==> src/rtl/seg8_4.sv <==
// rtl/seg8_4.sv - four-digit multiplexed seven-segment hex driver, registered sel/seg outputs.
// Optional leading-zero blanking is enabled by defining SEG8_4_BLANK_EN.
module seg8_4 #(
  parameter int unsigned SCAN_DIV = 1
) (
  input  logic        clk,
  input  logic        rst,
  input  logic [15:0] number,
  input  logic [3:0]  dot,
  output logic [3:0]  sel,
  output logic [7:0]  seg
);

  localparam int unsigned CW = (SCAN_DIV > 1) ? $clog2(SCAN_DIV) : 1;
  localparam logic [CW-1:0] CNT_MAX = CW'(SCAN_DIV - 1);

  logic [1:0]    idx_q, idx_d;
  logic [CW-1:0] cnt_q, cnt_d;
  logic          run_q;
  logic [3:0]    sel_q, sel_d;
  logic [7:0]    seg_q, seg_d;
  logic [3:0]    nib;
  logic [6:0]    pat;
  logic          blank;

  // run_q holds the scan on digit0 for the first edge after reset
  always_comb begin
    idx_d = idx_q;
    cnt_d = cnt_q;
    if (!run_q) begin
      idx_d = 2'd0;
      cnt_d = '0;
    end else if (cnt_q == CNT_MAX) begin
      idx_d = idx_q + 2'd1;
      cnt_d = '0;
    end else begin
      cnt_d = cnt_q + CW'(1);
    end
  end

  always_comb begin
    nib = 4'h0;
    case (idx_d)
      2'd0: nib = number[3:0];
      2'd1: nib = number[7:4];
      2'd2: nib = number[11:8];
      2'd3: nib = number[15:12];
      default: nib = 4'h0;
    endcase
  end

  always_comb begin
    pat = 7'h00;
    case (nib)
      4'h0: pat = 7'h3F;
      4'h1: pat = 7'h06;
      4'h2: pat = 7'h5B;
      4'h3: pat = 7'h4F;
      4'h4: pat = 7'h66;
      4'h5: pat = 7'h6D;
      4'h6: pat = 7'h7D;
      4'h7: pat = 7'h07;
      4'h8: pat = 7'h7F;
      4'h9: pat = 7'h6F;
      4'hA: pat = 7'h77;
      4'hB: pat = 7'h7C;
      4'hC: pat = 7'h39;
      4'hD: pat = 7'h5E;
      4'hE: pat = 7'h79;
      4'hF: pat = 7'h71;
      default: pat = 7'h00;
    endcase
  end

  always_comb begin
    blank = 1'b0;
`ifdef SEG8_4_BLANK_EN
    // a digit is blank only if it and every digit to its left are zero
    case (idx_d)
      2'd1: blank = (number[15:4] == 12'h000);
      2'd2: blank = (number[15:8] == 8'h00);
      2'd3: blank = (number[15:12] == 4'h0);
      default: blank = 1'b0;
    endcase
`else
    blank = 1'b0;
`endif
  end

  always_comb begin
    sel_d = ~(4'b0001 << idx_d);
    seg_d = {~dot[idx_d], blank ? 7'h7F : ~pat};
  end

  always_ff @(posedge clk) begin
    if (rst) begin
      idx_q <= 2'd0;
      cnt_q <= '0;
      run_q <= 1'b0;
      sel_q <= 4'hF;
      seg_q <= 8'hFF;
    end else begin
      idx_q <= idx_d;
      cnt_q <= cnt_d;
      run_q <= 1'b1;
      sel_q <= sel_d;
      seg_q <= seg_d;
    end
  end

  assign sel = sel_q;
  assign seg = seg_q;

endmodule

==> config.mk <==
export PLATFORM = sky130hd
export DESIGN_NAME = seg8_4
export DESIGN_NICKNAME = d
export VERILOG_FILES = /design/src/rtl/seg8_4.sv
export SDC_FILE = /design/constraint.sdc
export NUM_CORES = 1
export LEC_CHECK = 0
export BUFFER_PORTS_ARGS = -buffer_cell sky130_fd_sc_hd__clkbuf_2
export CAP_MARGIN = 10
export CORE_ASPECT_RATIO = 0.7
export CORE_MARGIN = 4
export CORE_UTILIZATION = 45
export DETAILED_ROUTE_END_ITERATION = 16
export PLACE_DENSITY_LB_ADDON = 0.05
export REMOVE_ABC_BUFFERS = 1
export SETUP_SLACK_MARGIN = 0.15
export SLEW_MARGIN = 25
export SYNTH_ARGS = -nofsm -noshare
export SYNTH_HDL_FRONTEND = slang
export SYNTH_SLANG_ARGS = --single-unit
==> constraint.sdc <==
create_clock -name clk -period 5.2 [get_ports clk]
set_input_delay 1.04 -clock clk [delete_from_list [all_inputs] [get_ports clk]]
set_output_delay 1.04 -clock clk [all_outputs]
set_load 0.05 [all_outputs]
==> results of run 1 <==
## worst paths after layout
| kind | startpoint | to | slack, ps | cells after the start |
|---|---|---|---|---|
| setup / recovery | idx_q[0] | seg[0] | 2500 | 8 |
| hold / removal | run_q | sel[3] | 730 | 1 |
| setup reg to reg | idx_q[0] | seg[0] | 2500 | 8 |
| hold reg to reg | run_q | sel[3] | 730 | 1 |
## flip-flops by register name (all words and copies together), names as in the netlist
signal,cells
sel,4
run_q,1
seg,8
cnt_q,1
idx_q,2
## cell usage after synthesis (3+ instances only)
cell type   n  area, um^2
buf_6       3        33.8
nor2_1     10        37.5
buf_2       4        20.0
nand3_1     3        15.0
nor2b_1     3        18.8
dfxtp_1    16         320
a221oi_4    3        78.8
o21ai_1     4        20.0
mux2i_1     6        60.1
ha_1        7        87.6
a221o_1     3        30.0
inv_1       3        11.3
nor3b_1     3        22.5
nand2_1     7        26.3
a21oi_1     3        15.0
## critical path: cells and delay by family, from the launching register on
kind	cells	cell delay [ps]
compound gates	1	420
simple gates	5	1160
flops	1	540
fa+ha+maj	1	290
buf+inv	1	200
## metal layers
metal,vias to the layer above,share of wire,GRT usage
met5,-,0,0
met4,0,0.011,0.0495
met3,4,0.076,0.0545
met2,36,0.41,0.222
met1,447,0.50,0.207
li1,484,-,-
## stage by stage
stage | total power (uW) | utilization
2_1_floorplan | 232 | -
3_3_place_gp | 262 | 0.563
3_5_place_dp | 263 | 0.563
4_1_cts | 348 | 0.579
5_1_grt | 364 | 0.579
6_report | 345 | 0.579
## report_power, final
group	internal, uW	switching, uW
Clock	42.6	40.8
Combinational	42.0	78.4
Sequential	133	7.47
Total	218	127
## placed cells by master (no fill, tap or decap), drive strengths merged, types with 2 or more instances in the layout
cell and count:
clkbuf 37, dfxtp 16, nor2 10, nand2 7
ha 7, mux2i 6, o21ai 6, a21oi 5
nand3 4, nor3b 3, inv 3, nor2b 3
a221oi 3, a221o 3, nand2b 3, nor3 3
a31oi 2, o21bai 2, and2 2, nor4 2
## kinds of logic after synthesis
| family | after synthesis | synth area share |
|---|---|---|
| AOI/OAI and AO/OA | 29 | 0.249 |
| xor gates and xnor gates | 1 | 0.00774 |
| adders and majority gates | 7 | 0.0774 |
| buffers and inverters | 13 | 0.0708 |
| DFF | 16 | 0.283 |
| muxes | 8 | 0.0830 |
| other | 1 | 0.00332 |
| and+or+nand+nor | 42 | 0.226 |
## layout make-up
class | count | area [um^2]
fillers | 206 | 952
multi-input cells | 88 | 731
flip-flops and latches | 16 | 320
repair buffers | 33 | 165
well taps | 32 | 40.0
clock buffers | 4 | 36.3
inverters | 4 | 15.0
==> results.py, run 1 <==
metrics = {
    "finish": {
        "layout.nets": 175,
        "instances_no_fill": 177,
        "drive_gt1_frac": 0.359,
        "n_antenna_cell": 0,
        "fin_area_um2": 1310,
        "area_growth_pct": 15.6,
    },
    "timing": {
        "fin_crit_ps": 2700,
        "setup_viol": 0,
        "rsz0062_at_grt": "false",
        "finalHoldViolations": 0,
        "fin_ws_ps": 2500,
        "fmax_mhz": 370,
        "tns_ps": 0,
        "finClkSkew_ps": 11.3,
        "period_share": 0.520,
        "slew_headroom": 0.545,
        "tightest_slew_ps": 682,
        "maxSlewViolCount": 0,
        "whs_ps": 733,
    },
    "critical_path": {
        "cp_max_fo": 9,
        "cp.required_ps": 5390,
        "max_stage_delay_ps": 540,
        "start_kind": "register",
        "end_kind": "register",
        "critical_path_arrival_ps": 2890,
        "critPathSlowestCell": "dfxtp_1",
        "path_cells": "nand2b_1 -> nand3_2 -> nor2_1 -> o41ai_2 -> inv_1 -> ha_1 -> nor4_1 -> nor3_2",
        "crit_type": "register to register",
    },
    "clock_tree": {
        "holdBufCountCts": 0,
        "cts_buffers": 3,
        "path_clk_slew_ps": 100,
        "clk-insertion-delay-late_ps": 290,
        "htreeDepth": 1,
        "clock_path_buffers": 2,
        "cts_tree": "yes",
        "post_cts_resized": 0,
        "cts_num_sinks": 16,
        "post_cts_buffers": 0,
        "cts_root_buf": "clkbuf_4",
    },
    "logic_synthesis": {
        "synth-seq-area-share": 0.283,
        "syn_area_per_cell_um2": 9.67,
        "ys_warn_count": 0,
        "syn_inst": 117,
        "ys_seq_elements": 16,
        "synth_edf_count": 0,
        "async_flop_share": 0,
        "ys.flop_type": "dfxtp_1",
        "netlist_area_um2": 1130,
        "synth_cell_types": 46,
    },
    "die": {
        "io_pins": 34,
        "die_h_um": 49.9,
        "row_count": 14,
        "start_util": 0.501,
        "core_um2": 2260,
        "chipWidth_um": 67.9,
        "dieArea_um2": 3390,
    },
    "outcome": {
        "outcome": "complete, no violations",
    },
    "detailed_routing": {
        "antenna_left": 0,
        "drtPass1Iterations": 4,
        "routed_wl_mm": 2.45,
        "num_vias": 971,
        "drtIter0Drc": 43,
        "routedWlPerCell_um": 13.8,
        "post_drt_via_cell_ratio": 5.49,
        "drc": 0,
    },
    "run": {
        "cap_violations": 0,
    },
    "global_route": {
        "grt_pass1_vias": 813,
        "grt.overflow.total": 0,
        "grt.total_usage": 0.153,
        "grt_pass1_wl_mm": 3.87,
        "grt_max_degree": 23,
        "grt_antenna_before_repair": 0,
    },
    "placement": {
        "place_congestion": 0.823,
        "io_buffers": 33,
        "pre_cts_ws_ps": 2380,
        "dp.cells": 173,
        "hpwl_mm": 1.87,
        "dpl_cell_area_um2": 1270,
    },
    "power_and_ir_drop": {
        "vdd_drop_max_v": 0.000112,
        "leakage_uw": 0.000553,
        "p_per_area_nw_per_um2": 264,
    },
    "worst_hold_path": {
        "hp-class": "register to register",
    },
}
Power figures use the tool's default switching activity.
==> run 2: changes to the inputs <==
==> constraint.sdc (replaced) <==
create_clock -name clk -period 2.3 [get_ports clk]
set_input_delay 0.46 -clock clk [delete_from_list [all_inputs] [get_ports clk]]
set_output_delay 0.46 -clock clk [all_outputs]
set_load 0.05 [all_outputs]
==> results.py, run 2 (synthesis results as in run 1) <==
metrics = {
    "global_route": {
        "grt_antenna_before_repair": 0,
        "grt_max_degree": 17,
        "grt_pass1_vias": 926,
        "grt.total_usage": 0.172,
        "grt_pass1_wl_mm": 4.42,
        "grt.overflow.total": 0,
    },
    "detailed_routing": {
        "antenna_left": 0,
        "drtPass1Iterations": 5,
        "num_vias": 1034,
        "post_drt_via_cell_ratio": 5.36,
        "drc": 0,
        "routed_wl_mm": 2.72,
        "drtIter0Drc": 78,
        "routedWlPerCell_um": 14.1,
    },
    "finish": {
        "final_common_cell": "clkbuf_2",
        "area_growth_pct": 32.7,
        "drive_gt1_frac": 0.503,
        "layout.nets": 191,
        "n_antenna_cell": 0,
        "final_cell_mix": "33 x clkbuf_2, 14 x buf_4, 12 x dfxtp_1",
        "instances_no_fill": 193,
        "utilization": 0.664,
        "largest_reg_flops": 8,
    },
    "timing": {
        "fin_ws_ps": 217,
        "fmax_mhz": 480,
        "finalHoldViolations": 0,
        "period_share": 0.906,
        "setup_viol": 0,
        "fin_crit_ps": 2080,
        "rsz0062_at_grt": "false",
        "maxSlewViolCount": 0,
        "finClkSkew_ps": 9.15,
        "tns_ps": 0,
    },
    "critical_path": {
        "cp_max_fo": 5,
        "cp.required_ps": 2490,
        "start_kind": "register",
        "end_kind": "register",
        "worstReg2RegStart": "idx_q[0]",
        "r2r_cells": 8,
        "rr_endpoint": "seg[6]",
        "crit_type": "register to register",
        "critical_path_arrival_ps": 2270,
        "ff2ff_setup_slack_ps": 220,
    },
    "worst_hold_path": {
        "min_to": "idx_q[1]",
        "hold_start": "rst",
        "hold_depth": 2,
        "hp-class": "input port to register",
    },
    "clock_tree": {
        "clk-insertion-delay-late_ps": 290,
        "cts_buffers": 3,
        "cts_num_sinks": 16,
        "path_clk_slew_ps": 100,
        "htreeDepth": 1,
        "holdBufCountCts": 0,
        "cts_tree": "yes",
        "clock_path_buffers": 2,
        "cts_root_buf": "clkbuf_4",
    },
    "die": {
        "chipWidth_um": 67.9,
        "row_count": 14,
        "io_pins": 34,
        "dieArea_um2": 3390,
        "die_h_um": 49.9,
        "start_util": 0.501,
        "core_um2": 2260,
    },
    "power_and_ir_drop": {
        "leakage_uw": 0.000646,
        "p_per_area_nw_per_um2": 550,
        "vdd_drop_max_v": 0.000418,
        "finalPower_uw": 826,
    },
    "run": {
        "cap_violations": 0,
    },
    "placement": {
        "io_buffers": 33,
        "hpwl_mm": 2.09,
        "pre_cts_ws_ps": 55.2,
        "place_congestion": 0.834,
        "dp.cells": 182,
    },
    "outcome": {
        "outcome": "complete, no violations",
    },
}
[run 2: cell types whose count changed in the layout (fill, tap and decap cells not counted), moves of 2 or more]
cell     previous run  this run
buf_4               0        14
dfxtp_1            16        12
dfxtp_4             0         3
buf_6               0         2
ha_1                7         5
[run 2: per-layer routing]
layer / track usage / part of all wire / vias up / wire [um]
met5: 0 / 0 / - / 0
met4: 0.0495 / 0.0077 / 0 / 21
met3: 0.0500 / 0.080 / 2 / 218
met2: 0.258 / 0.44 / 41 / 1190
met1: 0.234 / 0.48 / 471 / 1290
li1: - / - / 520 / -
[run 2: stage by stage]
| stage | instance area, um^2 | hold WS, ps |
|---|---|---|
| floorplan | 1070 | 532 |
| global placement | 1340 | 724 |
| detailed placement | 1340 | 754 |
| CTS | 1380 | 447 |
| global route | 1500 | 490 |
| finish | 1500 | 468 |
[run 2: worst max path at each step]
stage,startpoint,to,slack (ps),cells after the start
final,idx_q[0],seg[6],220,8
after global routing,idx_q[0],seg[1],140,11
after CTS,cnt_q,seg[6],130,8
after detailed placement,run_q,seg[6],60,7
after global placement,number[8],seg[6],160,8
after floorplan,idx_q[0],seg[0],20,8
[run 2: cell type report]
cell class | instances | area (um^2)
multi-input cells | 88 | 785
flip-flops and latches | 16 | 333
inverters | 4 | 15.0
well taps | 32 | 40.0
clock buffers | 4 | 36.3
fillers | 208 | 758
repair buffers | 49 | 293
[run 2: timing repair]
action | CTS | global route
setup buffers | 0 | 7
setup endpoints to repair | 5 | 5
gates resized for setup | 3 | 19
pin swaps | 0 | 3
hold endpoints to repair | 0 | 0
[run 2: where the power goes]
group | total (uW) | internal [uW] | switching, uW
logic | 325 | 128 | 197
clock network | 188 | 96.5 | 91.7
registers | 312 | 300 | 12.5
[run 2: worst max-delay path: stages (launching register included)]
cell	delay (ps)
dfxtp_4	360
nand2b_4	170
buf_6	140
a21o_1	170
a32o_2	320
ha_4	190
and2_1	140
o21bai_1	150
a221o_1	340
